[src/rtl/ttt_move_controller_if.sv]
// Bundle of move handshake, game_state_memory ports and renderer read-port sharing
// for the tic-tac-toe move controller.
interface ttt_move_controller_if;
  logic       new_game;
  logic       move_valid;
  logic [3:0] move_cell;
  logic       move_ready;
  logic       move_ack;
  logic       move_err;
  logic       mem_we;
  logic [3:0] mem_w_addr;
  logic [1:0] mem_data_in;
  logic [3:0] mem_r_addr;
  logic [1:0] mem_data_out;
  logic       vga_req;
  logic [3:0] vga_addr;
  logic       vga_gnt;
  logic [1:0] vga_data;
  logic [1:0] turn;
  logic       game_over;
  logic [1:0] winner;

  modport master (
    output new_game, move_valid, move_cell, mem_data_out, vga_req, vga_addr,
    input  move_ready, move_ack, move_err, mem_we, mem_w_addr, mem_data_in,
           mem_r_addr, vga_gnt, vga_data, turn, game_over, winner
  );

  modport slave (
    input  new_game, move_valid, move_cell, mem_data_out, vga_req, vga_addr,
    output move_ready, move_ack, move_err, mem_we, mem_w_addr, mem_data_in,
           mem_r_addr, vga_gnt, vga_data, turn, game_over, winner
  );
endinterface

[src/rtl/ttt_move_controller.sv]
// Clears the 3x3 board, validates/commits moves, rescans for win or draw,
// and shares the memory read port with the VGA renderer.
module ttt_move_controller #(
  parameter int unsigned NCELLS = 9,
  parameter int unsigned CW     = 2
) (
  input logic            clk,
  input logic            rst,
  ttt_move_controller_if.slave bus
);
  typedef enum logic [3:0] {
    S_CLEAR, S_IDLE, S_RD, S_CHK, S_WR, S_SCAN, S_EVAL, S_ERR, S_OVER
  } state_t;

  localparam logic [3:0]    LAST  = 4'(NCELLS - 1);
  localparam logic [3:0]    DRAIN = 4'(NCELLS);
  localparam logic [CW-1:0] EMPTY = '0;
  localparam logic [CW-1:0] P1    = CW'(1);
  localparam logic [CW-1:0] P2    = CW'(2);
  // Each entry packs the three cell indices of one line as hex nibbles.
  localparam logic [11:0] LINES [8] = '{12'h012, 12'h345, 12'h678, 12'h036,
                                        12'h147, 12'h258, 12'h048, 12'h246};

  state_t        r_state;
  logic [3:0]    r_cnt;
  logic [3:0]    r_cell;
  logic [CW-1:0] r_turn;
  logic [CW-1:0] r_winner;
  logic          r_game_over;
  logic [CW-1:0] r_board [NCELLS];

  logic          w_win;
  logic [CW-1:0] w_win_code;
  logic          w_full;
  logic [CW-1:0] w_a, w_b, w_c;
  logic          w_ctrl_rd;

  always_comb begin
    w_win      = 1'b0;
    w_win_code = EMPTY;
    w_full     = 1'b1;
    w_a        = EMPTY;
    w_b        = EMPTY;
    w_c        = EMPTY;
    for (int unsigned i = 0; i < NCELLS; i++)
      if (r_board[i[3:0]] == EMPTY) w_full = 1'b0;
    for (int unsigned l = 0; l < 8; l++) begin
      w_a = r_board[LINES[l[2:0]][11:8]];
      w_b = r_board[LINES[l[2:0]][7:4]];
      w_c = r_board[LINES[l[2:0]][3:0]];
      if (!w_win && (w_a == P1 || w_a == P2) && w_a == w_b && w_a == w_c) begin
        w_win      = 1'b1;
        w_win_code = w_a;
      end
    end
  end

  always_ff @(posedge clk) begin
    if (!rst) begin
      r_state     <= S_CLEAR;
      r_cnt       <= '0;
      r_cell      <= '0;
      r_turn      <= P1;
      r_game_over <= 1'b0;
      r_winner    <= EMPTY;
    end else begin
      case (r_state)
        S_CLEAR: begin
          r_turn      <= P1;
          r_game_over <= 1'b0;
          r_winner    <= EMPTY;
          if (r_cnt == LAST) begin
            r_cnt   <= '0;
            r_state <= S_IDLE;
          end else begin
            r_cnt <= r_cnt + 4'd1;
          end
        end
        S_IDLE: begin
          if (bus.new_game) begin
            r_state     <= S_CLEAR;
            r_cnt       <= '0;
            r_turn      <= P1;
            r_game_over <= 1'b0;
            r_winner    <= EMPTY;
          end else if (bus.move_valid) begin
            if (bus.move_cell > LAST) begin
              r_state <= S_ERR;
            end else begin
              r_cell  <= bus.move_cell;
              r_state <= S_RD;
            end
          end
        end
        S_RD:  r_state <= S_CHK;
        S_CHK: r_state <= (bus.mem_data_out == EMPTY) ? S_WR : S_ERR;
        S_WR: begin
          r_cnt   <= '0;
          r_state <= S_SCAN;
        end
        S_SCAN: begin
          // Read data trails the address by one cycle, hence the drain step.
          if (r_cnt != '0) r_board[r_cnt - 4'd1] <= bus.mem_data_out;
          if (r_cnt == DRAIN) begin
            r_cnt   <= '0;
            r_state <= S_EVAL;
          end else begin
            r_cnt <= r_cnt + 4'd1;
          end
        end
        S_EVAL: begin
          if (w_win) begin
            r_game_over <= 1'b1;
            r_winner    <= w_win_code;
            r_state     <= S_OVER;
          end else if (w_full) begin
            r_game_over <= 1'b1;
            r_winner    <= EMPTY;
            r_state     <= S_OVER;
          end else begin
            r_turn  <= (r_turn == P1) ? P2 : P1;
            r_state <= S_IDLE;
          end
        end
        S_ERR: r_state <= S_IDLE;
        S_OVER: begin
          if (bus.new_game) begin
            r_state     <= S_CLEAR;
            r_cnt       <= '0;
            r_turn      <= P1;
            r_game_over <= 1'b0;
            r_winner    <= EMPTY;
          end
        end
        default: r_state <= S_CLEAR;
      endcase
    end
  end

  assign w_ctrl_rd = (r_state == S_RD) || (r_state == S_SCAN);

  // Outputs are masked by rst so the reset cycle never writes or pulses.
  assign bus.move_ready  = rst && (r_state == S_IDLE) && !bus.new_game;
  assign bus.move_ack    = rst && (r_state == S_EVAL);
  assign bus.move_err    = rst && (r_state == S_ERR);
  assign bus.mem_we      = rst && ((r_state == S_CLEAR) || (r_state == S_WR));
  assign bus.mem_w_addr  = (r_state == S_CLEAR) ? r_cnt :
                           (r_state == S_WR)    ? r_cell : '0;
  assign bus.mem_data_in = (r_state == S_WR) ? r_turn : EMPTY;
  assign bus.mem_r_addr  = (r_state == S_RD)   ? r_cell :
                           (r_state == S_SCAN) ? ((r_cnt <= LAST) ? r_cnt : '0) :
                           bus.vga_req         ? bus.vga_addr : '0;
  assign bus.vga_gnt     = bus.vga_req && !w_ctrl_rd;
  assign bus.vga_data    = bus.mem_data_out;
  assign bus.turn        = rst ? r_turn : P1;
  assign bus.game_over   = rst && r_game_over;
  assign bus.winner      = rst ? r_winner : EMPTY;
endmodule

[src/flat_wrapper.sv]
// flat-port wrapper written by rule: the top's interface ports become plain ports
module ttt_move_controller_flat 
#(
  parameter int unsigned NCELLS = 9,
  parameter int unsigned CW     = 2
)
  (clk, rst, bus_new_game, bus_move_valid, bus_move_cell, bus_mem_data_out, bus_vga_req, bus_vga_addr, bus_move_ready, bus_move_ack, bus_move_err, bus_mem_we, bus_mem_w_addr, bus_mem_data_in, bus_mem_r_addr, bus_vga_gnt, bus_vga_data, bus_turn, bus_game_over, bus_winner);
  ttt_move_controller_if bus_i ();
  input logic clk;
  input logic rst;
  input wire logic [$bits(bus_i.new_game)-1:0] bus_new_game;
  input wire logic [$bits(bus_i.move_valid)-1:0] bus_move_valid;
  input wire logic [$bits(bus_i.move_cell)-1:0] bus_move_cell;
  input wire logic [$bits(bus_i.mem_data_out)-1:0] bus_mem_data_out;
  input wire logic [$bits(bus_i.vga_req)-1:0] bus_vga_req;
  input wire logic [$bits(bus_i.vga_addr)-1:0] bus_vga_addr;
  output wire logic [$bits(bus_i.move_ready)-1:0] bus_move_ready;
  output wire logic [$bits(bus_i.move_ack)-1:0] bus_move_ack;
  output wire logic [$bits(bus_i.move_err)-1:0] bus_move_err;
  output wire logic [$bits(bus_i.mem_we)-1:0] bus_mem_we;
  output wire logic [$bits(bus_i.mem_w_addr)-1:0] bus_mem_w_addr;
  output wire logic [$bits(bus_i.mem_data_in)-1:0] bus_mem_data_in;
  output wire logic [$bits(bus_i.mem_r_addr)-1:0] bus_mem_r_addr;
  output wire logic [$bits(bus_i.vga_gnt)-1:0] bus_vga_gnt;
  output wire logic [$bits(bus_i.vga_data)-1:0] bus_vga_data;
  output wire logic [$bits(bus_i.turn)-1:0] bus_turn;
  output wire logic [$bits(bus_i.game_over)-1:0] bus_game_over;
  output wire logic [$bits(bus_i.winner)-1:0] bus_winner;
  assign bus_i.new_game = bus_new_game;
  assign bus_i.move_valid = bus_move_valid;
  assign bus_i.move_cell = bus_move_cell;
  assign bus_i.mem_data_out = bus_mem_data_out;
  assign bus_i.vga_req = bus_vga_req;
  assign bus_i.vga_addr = bus_vga_addr;
  assign bus_move_ready = bus_i.move_ready;
  assign bus_move_ack = bus_i.move_ack;
  assign bus_move_err = bus_i.move_err;
  assign bus_mem_we = bus_i.mem_we;
  assign bus_mem_w_addr = bus_i.mem_w_addr;
  assign bus_mem_data_in = bus_i.mem_data_in;
  assign bus_mem_r_addr = bus_i.mem_r_addr;
  assign bus_vga_gnt = bus_i.vga_gnt;
  assign bus_vga_data = bus_i.vga_data;
  assign bus_turn = bus_i.turn;
  assign bus_game_over = bus_i.game_over;
  assign bus_winner = bus_i.winner;
  ttt_move_controller #(.NCELLS(NCELLS), .CW(CW)) u_core (.clk(clk), .rst(rst), .bus(bus_i));
endmodule
[config.mk]
export PLATFORM = sky130hd
export DESIGN_NAME = ttt_move_controller_flat
export DESIGN_NICKNAME = d
export VERILOG_FILES = /design/src/rtl/ttt_move_controller_if.sv /design/src/rtl/ttt_move_controller.sv /design/src/flat_wrapper.sv
export SDC_FILE = /design/constraint.sdc
export NUM_CORES = 1
export LEC_CHECK = 0
export BUFFER_PORTS_ARGS = -buffer_cell sky130_fd_sc_hd__buf_2
export CAP_MARGIN = 15
export CELL_PAD_IN_SITES_DETAIL_PLACEMENT = 1
export CELL_PAD_IN_SITES_GLOBAL_PLACEMENT = 1
export CORE_UTILIZATION = 46
export CTS_CLUSTER_DIAMETER = 60
export DETAILED_ROUTE_END_ITERATION = 7
export GPL_TIMING_DRIVEN = 1
export PLACE_DENSITY = 0.89
export SKIP_LAST_GASP = 1
export SLEW_MARGIN = 40
export SYNTH_ARGS = -nofsm -noshare
export SYNTH_HDL_FRONTEND = slang
export SYNTH_SLANG_ARGS = --single-unit
export TNS_END_PERCENT = 10
[constraint.sdc]
create_clock -name clk -period 5.6 [get_ports clk]
set_input_delay 0.56 -clock clk [delete_from_list [all_inputs] [get_ports clk]]
set_output_delay 0.56 -clock clk [all_outputs]
set_load 0.01 [all_outputs]
==> results of run 1 <==
-- where the power goes --
part | switching, mW | internal (mW) | leakage [nW]
sequential | 0.0160 | 0.275 | 0.299
combinational | 0.0695 | 0.0423 | 0.835
clock | 0.0932 | 0.126 | 0.0594
-- cells by family after synthesis --
family,count (synthesis),share of synthesized area
simple gates,137,0.275
compound gates,66,0.197
xor+xnor,2,0.00685
buf+inv,41,0.0729
fa+ha+maj,11,0.0528
flops,35,0.344
mux,13,0.0514
-- worst reg2reg max path, cell delays in order (launching register included) --
cell                       delay, ns
sky130_fd_sc_hd__dfxtp_1        0.73
sky130_fd_sc_hd__nor2b_1        0.30
sky130_fd_sc_hd__nand3_1        0.28
sky130_fd_sc_hd__a211oi_1       0.73
sky130_fd_sc_hd__nand2_1        0.16
sky130_fd_sc_hd__nor2_1         0.25
-- placed cells by master, fill, tap and decap left out, types with 12 or more instances in the layout --
master / count
sky130_fd_sc_hd__and3_1: 15
sky130_fd_sc_hd__nand2_1: 22
sky130_fd_sc_hd__a21oi_1: 14
sky130_fd_sc_hd__mux2i_1: 12
sky130_fd_sc_hd__nor3_1: 19
sky130_fd_sc_hd__nor2_1: 39
sky130_fd_sc_hd__buf_2: 36
sky130_fd_sc_hd__dfxtp_1: 17
sky130_fd_sc_hd__or3_1: 12
sky130_fd_sc_hd__inv_1: 25
sky130_fd_sc_hd__edfxtp_1: 18
-- synth_stat cells (4+ instances only) --
cell type                  number
sky130_fd_sc_hd__dfxtp_1       17
sky130_fd_sc_hd__inv_1         25
sky130_fd_sc_hd__a211oi_1       4
sky130_fd_sc_hd__nand2b_1       4
sky130_fd_sc_hd__edfxtp_1      18
sky130_fd_sc_hd__ha_1          10
sky130_fd_sc_hd__nor2_1        39
sky130_fd_sc_hd__clkbuf_1       8
sky130_fd_sc_hd__nor3_1        19
sky130_fd_sc_hd__a21oi_1       14
sky130_fd_sc_hd__a31oi_1        6
sky130_fd_sc_hd__or3_1         12
sky130_fd_sc_hd__nand2_1       22
sky130_fd_sc_hd__o21ai_0        7
sky130_fd_sc_hd__and3_1        15
sky130_fd_sc_hd__mux2i_1       12
sky130_fd_sc_hd__nand3_1       11
-- worst paths after layout --
path,start,slack (ns),endpoint,depth (start not counted)
setup reg to reg,u_core.r_state[2]$_SDFFE_PN0P_,2.83,u_core.r_board[6][1]$_DFFE_PP_,5
hold / removal,u_core.r_game_over$_SDFFE_PN0P_,0.46,u_core.r_game_over$_SDFFE_PN0P_,2
setup / recovery,u_core.r_state[2]$_SDFFE_PN0P_,2.59,bus_mem_r_addr[2],6
hold reg to reg,u_core.r_game_over$_SDFFE_PN0P_,0.46,u_core.r_game_over$_SDFFE_PN0P_,2
-- routing by layer --
metal,track usage,wire [um],part of all wire,vias up
met3,0.0419,243,0.034,9
met2,0.467,3680,0.52,48
met4,0.0692,68,0.0096,0
li1,-,-,-,1174
met1,0.306,3110,0.44,1190
met5,0,0,0,-
-- final cells by class --
cell class,instances,area [sq um],area share
multi-input cells,229,1490,0.524
flip-flops and latches,35,881,0.310
repair buffers,36,180,0.0633
clock buffers,7,108,0.0378
inverters,25,93.8,0.0330
well taps,70,87.6,0.0308
clock inverters,1,5.00,0.00176
-- flip-flops by register name, summed over array words and instances, names as in the netlist --
name	flops
u_core.r_board	18
u_core.r_cell	4
u_core.r_cnt	4
u_core.r_state	4
u_core.r_turn	2
u_core.r_winner	2
u_core.r_game_over	1
-- stage by stage --
| step | hold WS [ns] | power (mW) | utilization | setup WS [ns] |
|---|---|---|---|---|
| 6_report | 0.458 | 0.622 | 0.543 | 2.59 |
| 5_1_grt | 0.481 | 0.654 | 0.543 | 2.39 |
| 4_1_cts | 0.463 | 0.627 | 0.543 | 2.60 |
| 3_5_place_dp | 0.452 | 0.408 | 0.522 | 2.86 |
| 3_3_place_gp | 0.451 | 0.402 | 0.522 | 2.98 |
| 2_1_floorplan | 0.432 | 0.370 | - | 3.11 |
==> run summary, run 1 <==
* Final period util: 0.538
* Achievable Freq: 332 MHz
* Starting Density: 0.488
* number of clock buffers inserted by TritonCTS: 5
* cells along the critical path: nor2b_1, nand3_1, and3b_1, a222oi_1, inv_1, buf_2
* buffers added on ports: 36
* headroom to the max-slew limit: 0.504
* die height: 76.6 um
* master of the slowest instance on the critical path: sky130_fd_sc_hd__dfxtp_1
* source-to-sink clock delay at the later pin of the worst-skew pair: 0.29 ns
* fillers: 674
* netlist area before placement: 0.00256 sq mm
* number of placed instances, taps included: 395
* number of buffers and inverters on the critical path: 2
* Leak: 1.19 nW
* post-route cell area: 0.00285 sq mm
* count of max-cap constraint violations: 0
* Async S/R FF share, synth: 0
* Setup crit end kind: output port
* initial antenna violation count: 0
* Routed Antenna Nets: 0
* Worst IR Drop VDD: 117 uV
* final slew viol count: 0
* critical path's top delay family: simple AND/OR/NAND/NOR gates
* Post-layout nets: 357
* part of the Yosys area used for sequential elements: 0.344
* number of diodes added for antenna fixing: 0
* top cells by area, synth: sky130_fd_sc_hd__edfxtp_1, sky130_fd_sc_hd__dfxtp_1, sky130_fd_sc_hd__nor2_1
* deepest clock path buffer count: 2
* final hold violation count: 0
* post-layout minimum cycle time: 3.01 ns
* cts repair resizes: 0
* final-report setup violation count: 0
* clock tree from TritonCTS: done
* total power divided by cell area: 219 mW/mm^2
* count of vias placed by the detailed router: 2421
* Crit path arrival time: 2.45 ns
* Post-synth EDFFs: 18
* gr ovfl total: 0
* first-pass GRT wire length: 12.0 mm
* Unique masters post-synth: 60
* register bit count reported by yosys: 35
* fraction of final layout cells sized beyond drive strength 1: 0.165
* number of levels the H-tree was split into: 2
* Cell Rows: 26
* vias per inst: 6.01
* Root Driver: sky130_fd_sc_hd__clkbuf_8
* Final TNS setup: 0 ns
* run status: finished, final reports clean
* kind of launch point of the worst setup path: register
* die outline area: 0.00586 sq mm
* detailed placer's ending HPWL: 5.33 mm
* number of warnings printed during yosys synthesis: 0
* violation count after the first detailed-route iteration: 115
* total of hold buffers inserted after clock tree synthesis: 0
* synthesized area per cell: 8.39 sq um
* Required @ worst endpoint: 5.04 ns
* final wirelength: 7.10 mm
* type of the most critical hold path: reg2reg
* filler-free cell count of the finished design: 403
* routability congestion estimate from global placement: 0.843
* main flop type after synthesis: sky130_fd_sc_hd__edfxtp_1
* total setup buffers inserted after CTS: 0
* gate count of the mapped netlist: 305
* unrepaired setup endpoints after global routing: false
* Crit Path Class: reg2out
* Worst Max-Slew Pin Slew: 0.739 ns
* clock slew seen by the registers of the worst setup and hold paths: 0.08 ns
* highest net fanout along the worst path: 17
* I/O pin cnt: 37
* DRC violations left: 0
* number of global-route vias before repair: 2449
* cell type contributing the most total cell area after synthesis: sky130_fd_sc_hd__edfxtp_1
* length of the first detailed-routing pass in iterations: 5
* Syn Nets: 330
* cell area reported after detailed placement: 0.00273 sq mm
* layout overhead on the synthesized area: 11.3%
* # clock sinks: 35
* worst clock skew: 0.00888 ns
* all-layer global routing usage: 0.255
* slowest stage delay, CP: 0.73 ns
* average routed wire per standard cell: 17.6 um
* post-synth top area share: 0.211
* die width: 76.6 um
* standard cell core area: 0.00524 sq mm
* largest net degree at the start of global routing: 18
Power figures use the tool's default switching activity.
==> run 2, diff against run 1 <==
ABC_AREA = 1   (was unset)
CORE_UTILIZATION = 37   (was 46)
PLACE_DENSITY = 0.81   (was 0.89)
clock period = 2.7 ns   (was 5.6 ns; I/O delays follow)
==> run summary, run 2 <==
* average routed wire per standard cell: 14.7 um, -16%
* vias per inst: 5.22, -13%
* Syn Nets: 397, +20%
* final hold violation count: 0, unchanged
* number of flip-flops in the largest register: 18, unchanged
* highest net fanout along the worst path: 6, -11
* count of vias placed by the detailed router: 2556, +5.6%
* final slew viol count: 0, unchanged
* Achievable Freq: 443 MHz
* total power divided by cell area: 502 mW/mm^2, +130%
* run status: finished with violations
* fraction of final layout cells sized beyond drive strength 1: 0.165, -0.000516
* slowest stage delay, CP: 0.37 ns, -0.36 ns
* number of global-route vias before repair: 2642, +7.9%
* combinational family with the most area after synthesis: simple AND/OR/NAND/NOR gates
* number of clock buffers inserted by TritonCTS: 5, unchanged
* total setup buffers inserted after CTS: 0, unchanged
* deepest clock path buffer count: 2, unchanged
* master of the slowest instance on the critical path: sky130_fd_sc_hd__dfxtp_1
* number of levels the H-tree was split into: 2, unchanged
* Starting Density: 0.389, -0.0996
* clock tree from TritonCTS: done
* Cell Rows: 29, +12%
* Leak: 1.48 nW, +24%
* Post-layout nets: 437, +22%
* netlist area before placement: 0.00250 sq mm, -2.4%
* detailed placer's ending HPWL: 5.89 mm, +10%
* Final TNS setup: 0 ns, unchanged
* complex-gate fraction of the synthesized area: 0.103, -0.0939
* top cells by area, synth: sky130_fd_sc_hd__edfxtp_1, sky130_fd_sc_hd__dfxtp_1, sky130_fd_sc_hd__nand2_1
* most frequent standard cell in the layout excluding fill and tap cells: sky130_fd_sc_hd__nand2_1
* Root Driver: sky130_fd_sc_hd__clkbuf_8
* post-layout minimum cycle time: 2.26 ns
* cell seen most often among critical-path stages: sky130_fd_sc_hd__inv_1
* violation count after the first detailed-route iteration: 101, -12%
* violated checks: DRC
* Total Power Consumption: 1.45 mW, +130%
* buffers added on ports: 36, unchanged
* largest net degree at the start of global routing: 13, -5
* initial antenna violation count: 0, unchanged
* Top reg by flops: u_core.r_board
* final-report setup violation count: 0, unchanged
* total of hold buffers inserted after clock tree synthesis: 0, unchanged
* part of the Yosys area used for sequential elements: 0.353, +0.00846
* Required @ worst endpoint: 2.43 ns, -2.61 ns
* routability congestion estimate from global placement: 1.01, +20%
* length of the first detailed-routing pass in iterations: 6, +1
* Crit path arrival time: 1.99 ns, -0.46 ns
* die height: 84.1 um, +9.9%
* number of warnings printed during yosys synthesis: 0, unchanged
* # clock sinks: 35, unchanged
* post-synthesis share of cell area spent on full adders, half adders and majority gates: 0.0501, -0.00271
* gr ovfl total: 0, unchanged
* unrepaired setup endpoints after global routing: false
* simple-gate area share of the yosys netlist: 0.377, +0.102
* main flop type after synthesis: sky130_fd_sc_hd__edfxtp_1
* fillers: 863, +28%
* clock slew seen by the registers of the worst setup and hold paths: 0.08 ns, about the same
* synthesized area per cell: 6.71 sq um, -20%
* Worst IR Drop VDD: 247 uV, +110%
* Routed Antenna Nets: 0, unchanged
* Unique masters post-synth: 36, -40%
* gate count of the mapped netlist: 372, +22%
* post-synth top area share: 0.217, +0.00519
* die outline area: 0.00708 sq mm, +21%
* worst clock skew: 0.00443 ns, -0.00445 ns
* most used standard cells in the synthesized netlist: sky130_fd_sc_hd__nand2_1, sky130_fd_sc_hd__inv_1, sky130_fd_sc_hd__nor2_1
* Final period util: 0.837
* portion of netlist area occupied by mux cells: 0, -0.0514
* Setup crit end kind: output port
* DRC violations left: 2, +2
* Worst Max-Slew Pin Slew: 0.477 ns, -0.262 ns
* post-synthesis share of cell area spent on xor and xnor gates: 0.00702, +0.000168
* I/O pin cnt: 37, unchanged
* Post-synth EDFFs: 18, unchanged
* leading cell types in the layout, fill and taps excluded: sky130_fd_sc_hd__nand2_1, sky130_fd_sc_hd__inv_1, sky130_fd_sc_hd__nor2_1, sky130_fd_sc_hd__nand3_1, sky130_fd_sc_hd__buf_2
* count of max-cap constraint violations: 0, unchanged
* kind of launch point of the worst setup path: register
* cts repair resizes: 0, unchanged
* cell type contributing the most total cell area after synthesis: sky130_fd_sc_hd__edfxtp_1
* source-to-sink clock delay at the later pin of the worst-skew pair: 0.29 ns, about the same
* cells along the critical path: inv_1, ha_1, inv_1, nor3_1, a21oi_1, a22oi_1, buf_2
* all-layer global routing usage: 0.215, -0.0405
* register bit count reported by yosys: 35, unchanged
* final wirelength: 7.22 mm, +1.7%
* Async S/R FF share, synth: 0, unchanged
* first-pass GRT wire length: 12.1 mm, +1.2%
* type of the most critical hold path: in2reg
* die width: 84.1 um, +9.9%
* layout overhead on the synthesized area: 15.9%
* Crit Path Class: reg2out
* number of diodes added for antenna fixing: 0, unchanged
* headroom to the max-slew limit: 0.679, +0.175
* standard cell core area: 0.00642 sq mm, +23%
* leading cell type by number of instances after synthesis: sky130_fd_sc_hd__nand2_1
==> run 2: cell types whose count changed after synthesis, sizes merged, moves of 6 or more <==
cell    change
and3       -17
nor2       +12
nand4       +7
clkbuf      -7
o21ai      +16
nand2      +60
inv        +42
a21oi       -6
mux2i      -12
or3        -11
nand3      +28
==> run 2: through the flow <==
step | std cells | instance area [sq um] | hold slack (ns) | worst slack, ns | utilization
after floorplan | 372 | 2500 | 0.369 | 0.920 | -
after global placement | 482 | 2760 | 0.485 | 0.587 | 0.429
after detailed placement | 482 | 2760 | 0.498 | 0.575 | 0.429
after CTS | 490 | 2890 | 0.269 | 0.416 | 0.450
after global routing | 490 | 2890 | 0.302 | 0.311 | 0.450
final | 490 | 2890 | 0.274 | 0.441 | 0.450
==> run 2: cell families after synthesis <==
family | Yosys count
buf+inv | 71
xor+xnor | 2
compound gates | 44
fa+ha+maj | 10
flops | 35
simple gates | 210
==> run 2: critical path: cells and delay by family (launching register included) <==
family,cells,cell delay (ns)
fa+ha+maj,1,0.24
buf+inv,3,0.46
compound gates,2,0.31
simple gates,1,0.32
flops,1,0.37
==> run 2: final timing paths <==
| kind | cells after the start | endpoint | start | slack (ns) |
|---|---|---|---|---|
| max | 7 | bus_mem_r_addr[3] | u_core.r_cnt[0]$_SDFFE_PN0P_ | 0.44 |
| min | 3 | u_core.r_cell[1]$_SDFFE_PN0P_ | bus_move_cell[1] | 0.27 |
| max reg2reg | 13 | u_core.r_game_over$_SDFFE_PN0P_ | u_core.r_board[0][0]$_DFFE_PP_ | 0.54 |
| min reg2reg | 2 | u_core.r_state[0]$_SDFFE_PN0P_ | u_core.r_state[0]$_SDFFE_PN0P_ | 0.51 |
==> run 2: final cells by class <==
| class | count | area (sq um) | area share |
|---|---|---|---|
| Multi-Input combinational cell | 266 | 1340 | 0.463 |
| Sequential cell | 35 | 881 | 0.304 |
| Inverter | 67 | 251 | 0.0869 |
| Timing Repair Buffer | 37 | 188 | 0.0649 |
| Tap cell | 77 | 96.3 | 0.0333 |
| Clock buffer | 5 | 68.8 | 0.0238 |
| Clock inverter | 3 | 67.6 | 0.0234 |
==> run 2: per-layer routing <==
layer  GRT usage  vias up  routed length (um)
met3      0.0354       12                 227
met5           0        -                   0
met2       0.389       48                3630
li1            -     1301                   -
met1       0.258     1195                3230
met4      0.0721        0                 129
==> run 2: report_power, final <==
part | switching [mW] | leakage, nW | internal (mW)
combinational | 0.190 | 1.12 | 0.0986
clock | 0.199 | 0.0644 | 0.368
sequential | 0.0237 | 0.299 | 0.574
==> run 3, diff against run 2 <==
CORE_UTILIZATION = 41   (was 37)
PLACE_DENSITY = 0.85   (was 0.81)
clock period = 2.2 ns   (was 2.7 ns; I/O delays follow)
==> run summary, run 3 (same netlist as run 2, synthesis figures left out) <==
* count of vias placed by the detailed router: 2678, +4.8%
* clock tree from TritonCTS: done
* worst clock skew: 0.00586 ns, +0.00142 ns
* type of the most critical hold path: in2reg
* total power divided by cell area: 532 mW/mm^2, +5.9%
* die height: 80.0 um, -4.9%
* worst hold margin: 0.224 ns, -0.0506 ns
* post-layout minimum cycle time: 2.12 ns
* # clock sinks: 35, unchanged
* highest net fanout along the worst path: 6, unchanged
* Final period util: 0.964
* buffers added on ports: 36, unchanged
* switching power of the nets: 0.517 mW, +25%
* leading cell types in the layout, fill and taps excluded: sky130_fd_sc_hd__nand2_1, sky130_fd_sc_hd__inv_1, sky130_fd_sc_hd__nor2_1, sky130_fd_sc_hd__nand3_1, sky130_fd_sc_hd__buf_2
* Final TNS setup: 0 ns, unchanged
* number of flip-flops in the largest register: 18, unchanged
* average routed wire per standard cell: 15.6 um, +6.0%
* share of power burned in combinational logic: 0.245, +0.046
* Crit path arrival time: 1.90 ns, -0.09 ns
* post-route cell area: 0.00302 sq mm, +4.2%
* Worst IR Drop VDD: 330 uV, +33%
* headroom to the max-slew limit: 0.733, +0.0543
* number of global-route vias before repair: 2662, +0.76%
* Achievable Freq: 472 MHz
* deepest clock path buffer count: 2, unchanged
* most frequent standard cell in the layout excluding fill and tap cells: sky130_fd_sc_hd__nand2_1
* Cell Rows: 28, -3.4%
* uppermost layer routed: met4
* DR WL met3: 259 um, +14%
* hold depth: 3, unchanged
* initial antenna violation count: 0, unchanged
* total of hold buffers inserted after clock tree synthesis: 0, unchanged
* launching point of the worst reg2reg path: u_core.r_board[0][0]$_DFFE_PP_
* die outline area: 0.00640 sq mm, -9.5%
* standard cell core area: 0.00589 sq mm, -8.4%
* violation count after the first detailed-route iteration: 77, -24%
* Top reg by flops: u_core.r_board
* run status: finished, final reports clean
* number of levels the H-tree was split into: 2, unchanged
* Starting Density: 0.424, +0.0354
* vias per inst: 5.31, +1.9%
* Required @ worst endpoint: 1.98 ns, -0.45 ns
* clock slew seen by the registers of the worst setup and hold paths: 0.07 ns, about the same
* worst min-delay path endpoint: u_core.r_cell[0]$_SDFFE_PN0P_
* length of routed wiring on met1: 3.40 mm, +5.2%
* source-to-sink clock delay at the later pin of the worst-skew pair: 0.29 ns, about the same
* Root Driver: sky130_fd_sc_hd__clkbuf_8
* final wirelength: 7.87 mm, +9.0%
* DRC violations left: 0, -2
* all-layer global routing usage: 0.256, +0.0416
* fraction of final layout cells sized beyond drive strength 1: 0.214, +0.0498
* count of max-cap constraint violations: 0, unchanged
* I/O pin cnt: 37, unchanged
* layout overhead on the synthesized area: 20.8%
* Hold Crit Start: bus_move_cell[0]
* number of clock buffers inserted by TritonCTS: 5, unchanged
* number of diodes added for antenna fixing: 0, unchanged
* final hold violation count: 0, unchanged
* first-pass GRT wire length: 12.5 mm, +3.5%
* final slew viol count: 0, unchanged
* Worst Max-Slew Pin Slew: 0.397 ns, -0.0800 ns
* net switching fraction of the power: 0.322, +0.0385
* number of cells traversed by the worst register-to-register path: 12, -1
* Detail Route met2 WL: 3.96 mm, +9.1%
* unrepaired setup endpoints after global routing: true
* detailed placer's ending HPWL: 6.18 mm, +5.0%
* cell area reported after detailed placement: 0.00282 sq mm, +2.4%
* Post-layout nets: 453, +3.7%
* Leak: 1.56 nW, +4.7%
* die width: 80.0 um, -4.9%
* P_int: 1.09 mW, +4.4%
* Total Power Consumption: 1.60 mW, +10%
* internal reg-to-reg setup slack: 0.09 ns, -0.45 ns
* final-report setup violation count: 0, unchanged
* capture point of the worst reg-to-reg path: u_core.r_turn[1]$_SDFFE_PN0P_
* share of total power in the clock network: 0.304, -0.086
* largest net degree at the start of global routing: 12, -1
* sequential group share of total power: 0.451, +0.040
* routability congestion estimate from global placement: 0.907, -11%
* length of the first detailed-routing pass in iterations: 6, unchanged
* Routed Antenna Nets: 0, unchanged
* gr ovfl total: 0, unchanged
* Setup crit end kind: output port
* Crit Path Class: reg2out
* kind of launch point of the worst setup path: register
## run 3: what timing repair did
action                                  in CTS  in global routing
hold endpoints to repair                     0                  0
resized for setup                            1                 10
endpoints found under the setup margin       1                 10
pin swaps                                    0                  7
buffers inserted                             0                  7
## run 3: worst max-delay path by stage
stage                               endpoint                      startpoint
2_1_floorplan  u_core.r_turn[0]$_SDFFE_PN1P_  u_core.r_board[0][0]$_DFFE_PP_
3_3_place_gp   u_core.r_turn[0]$_SDFFE_PN1P_  u_core.r_board[0][0]$_DFFE_PP_
3_5_place_dp   u_core.r_turn[1]$_SDFFE_PN0P_  u_core.r_board[0][0]$_DFFE_PP_
4_1_cts        u_core.r_turn[1]$_SDFFE_PN0P_  u_core.r_board[0][0]$_DFFE_PP_
5_1_grt        u_core.r_turn[0]$_SDFFE_PN1P_  u_core.r_board[0][0]$_DFFE_PP_
6_report                   bus_mem_r_addr[3]    u_core.r_cnt[0]$_SDFFE_PN0P_
## run 3: critical path, cell delays in order (launching register included)
cell and delay, ns:
sky130_fd_sc_hd__dfxtp_1 0.36, sky130_fd_sc_hd__inv_1 0.20, sky130_fd_sc_hd__ha_1 0.25, sky130_fd_sc_hd__inv_1 0.11, sky130_fd_sc_hd__nor3_2 0.23, sky130_fd_sc_hd__a21oi_1 0.12
sky130_fd_sc_hd__a22oi_1 0.17, sky130_fd_sc_hd__buf_2 0.16
## run 3: cell type report
cell class	count	area (sq um)
Clock inverter	1	5.00
Tap cell	75	93.8
Multi-Input combinational cell	266	1390
Clock buffer	7	86.3
Inverter	67	251
Timing Repair Buffer	53	308
Sequential cell	35	881
Fill cell	814	2870
## run 3: power groups by stage
stage	Clock (mW)	Sequential, mW	Combinational (mW)
finish	0.488	0.724	0.392
floorplan	0	0.739	0.252
detailed placement	0	0.738	0.381
global placement	0	0.737	0.361
CTS	0.496	0.723	0.389
global route	0.517	0.725	0.436
## run 3: stage by stage
step	utilization	setup slack, ns	instances
after CTS	0.496	0.0260	497
after global routing	0.512	-0.0333	504
after floorplan	-	0.420	372
final	0.512	0.0799	504
after detailed placement	0.479	0.0404	489
after global placement	0.479	0.0999	489
## run 3: per-layer routing
metal  global-route usage  vias to the layer above
met3               0.0400                       20
met4                0.105                        0
li1                     -                     1331
met1                0.306                     1264
met2                0.454                       63
met5                    0                        -
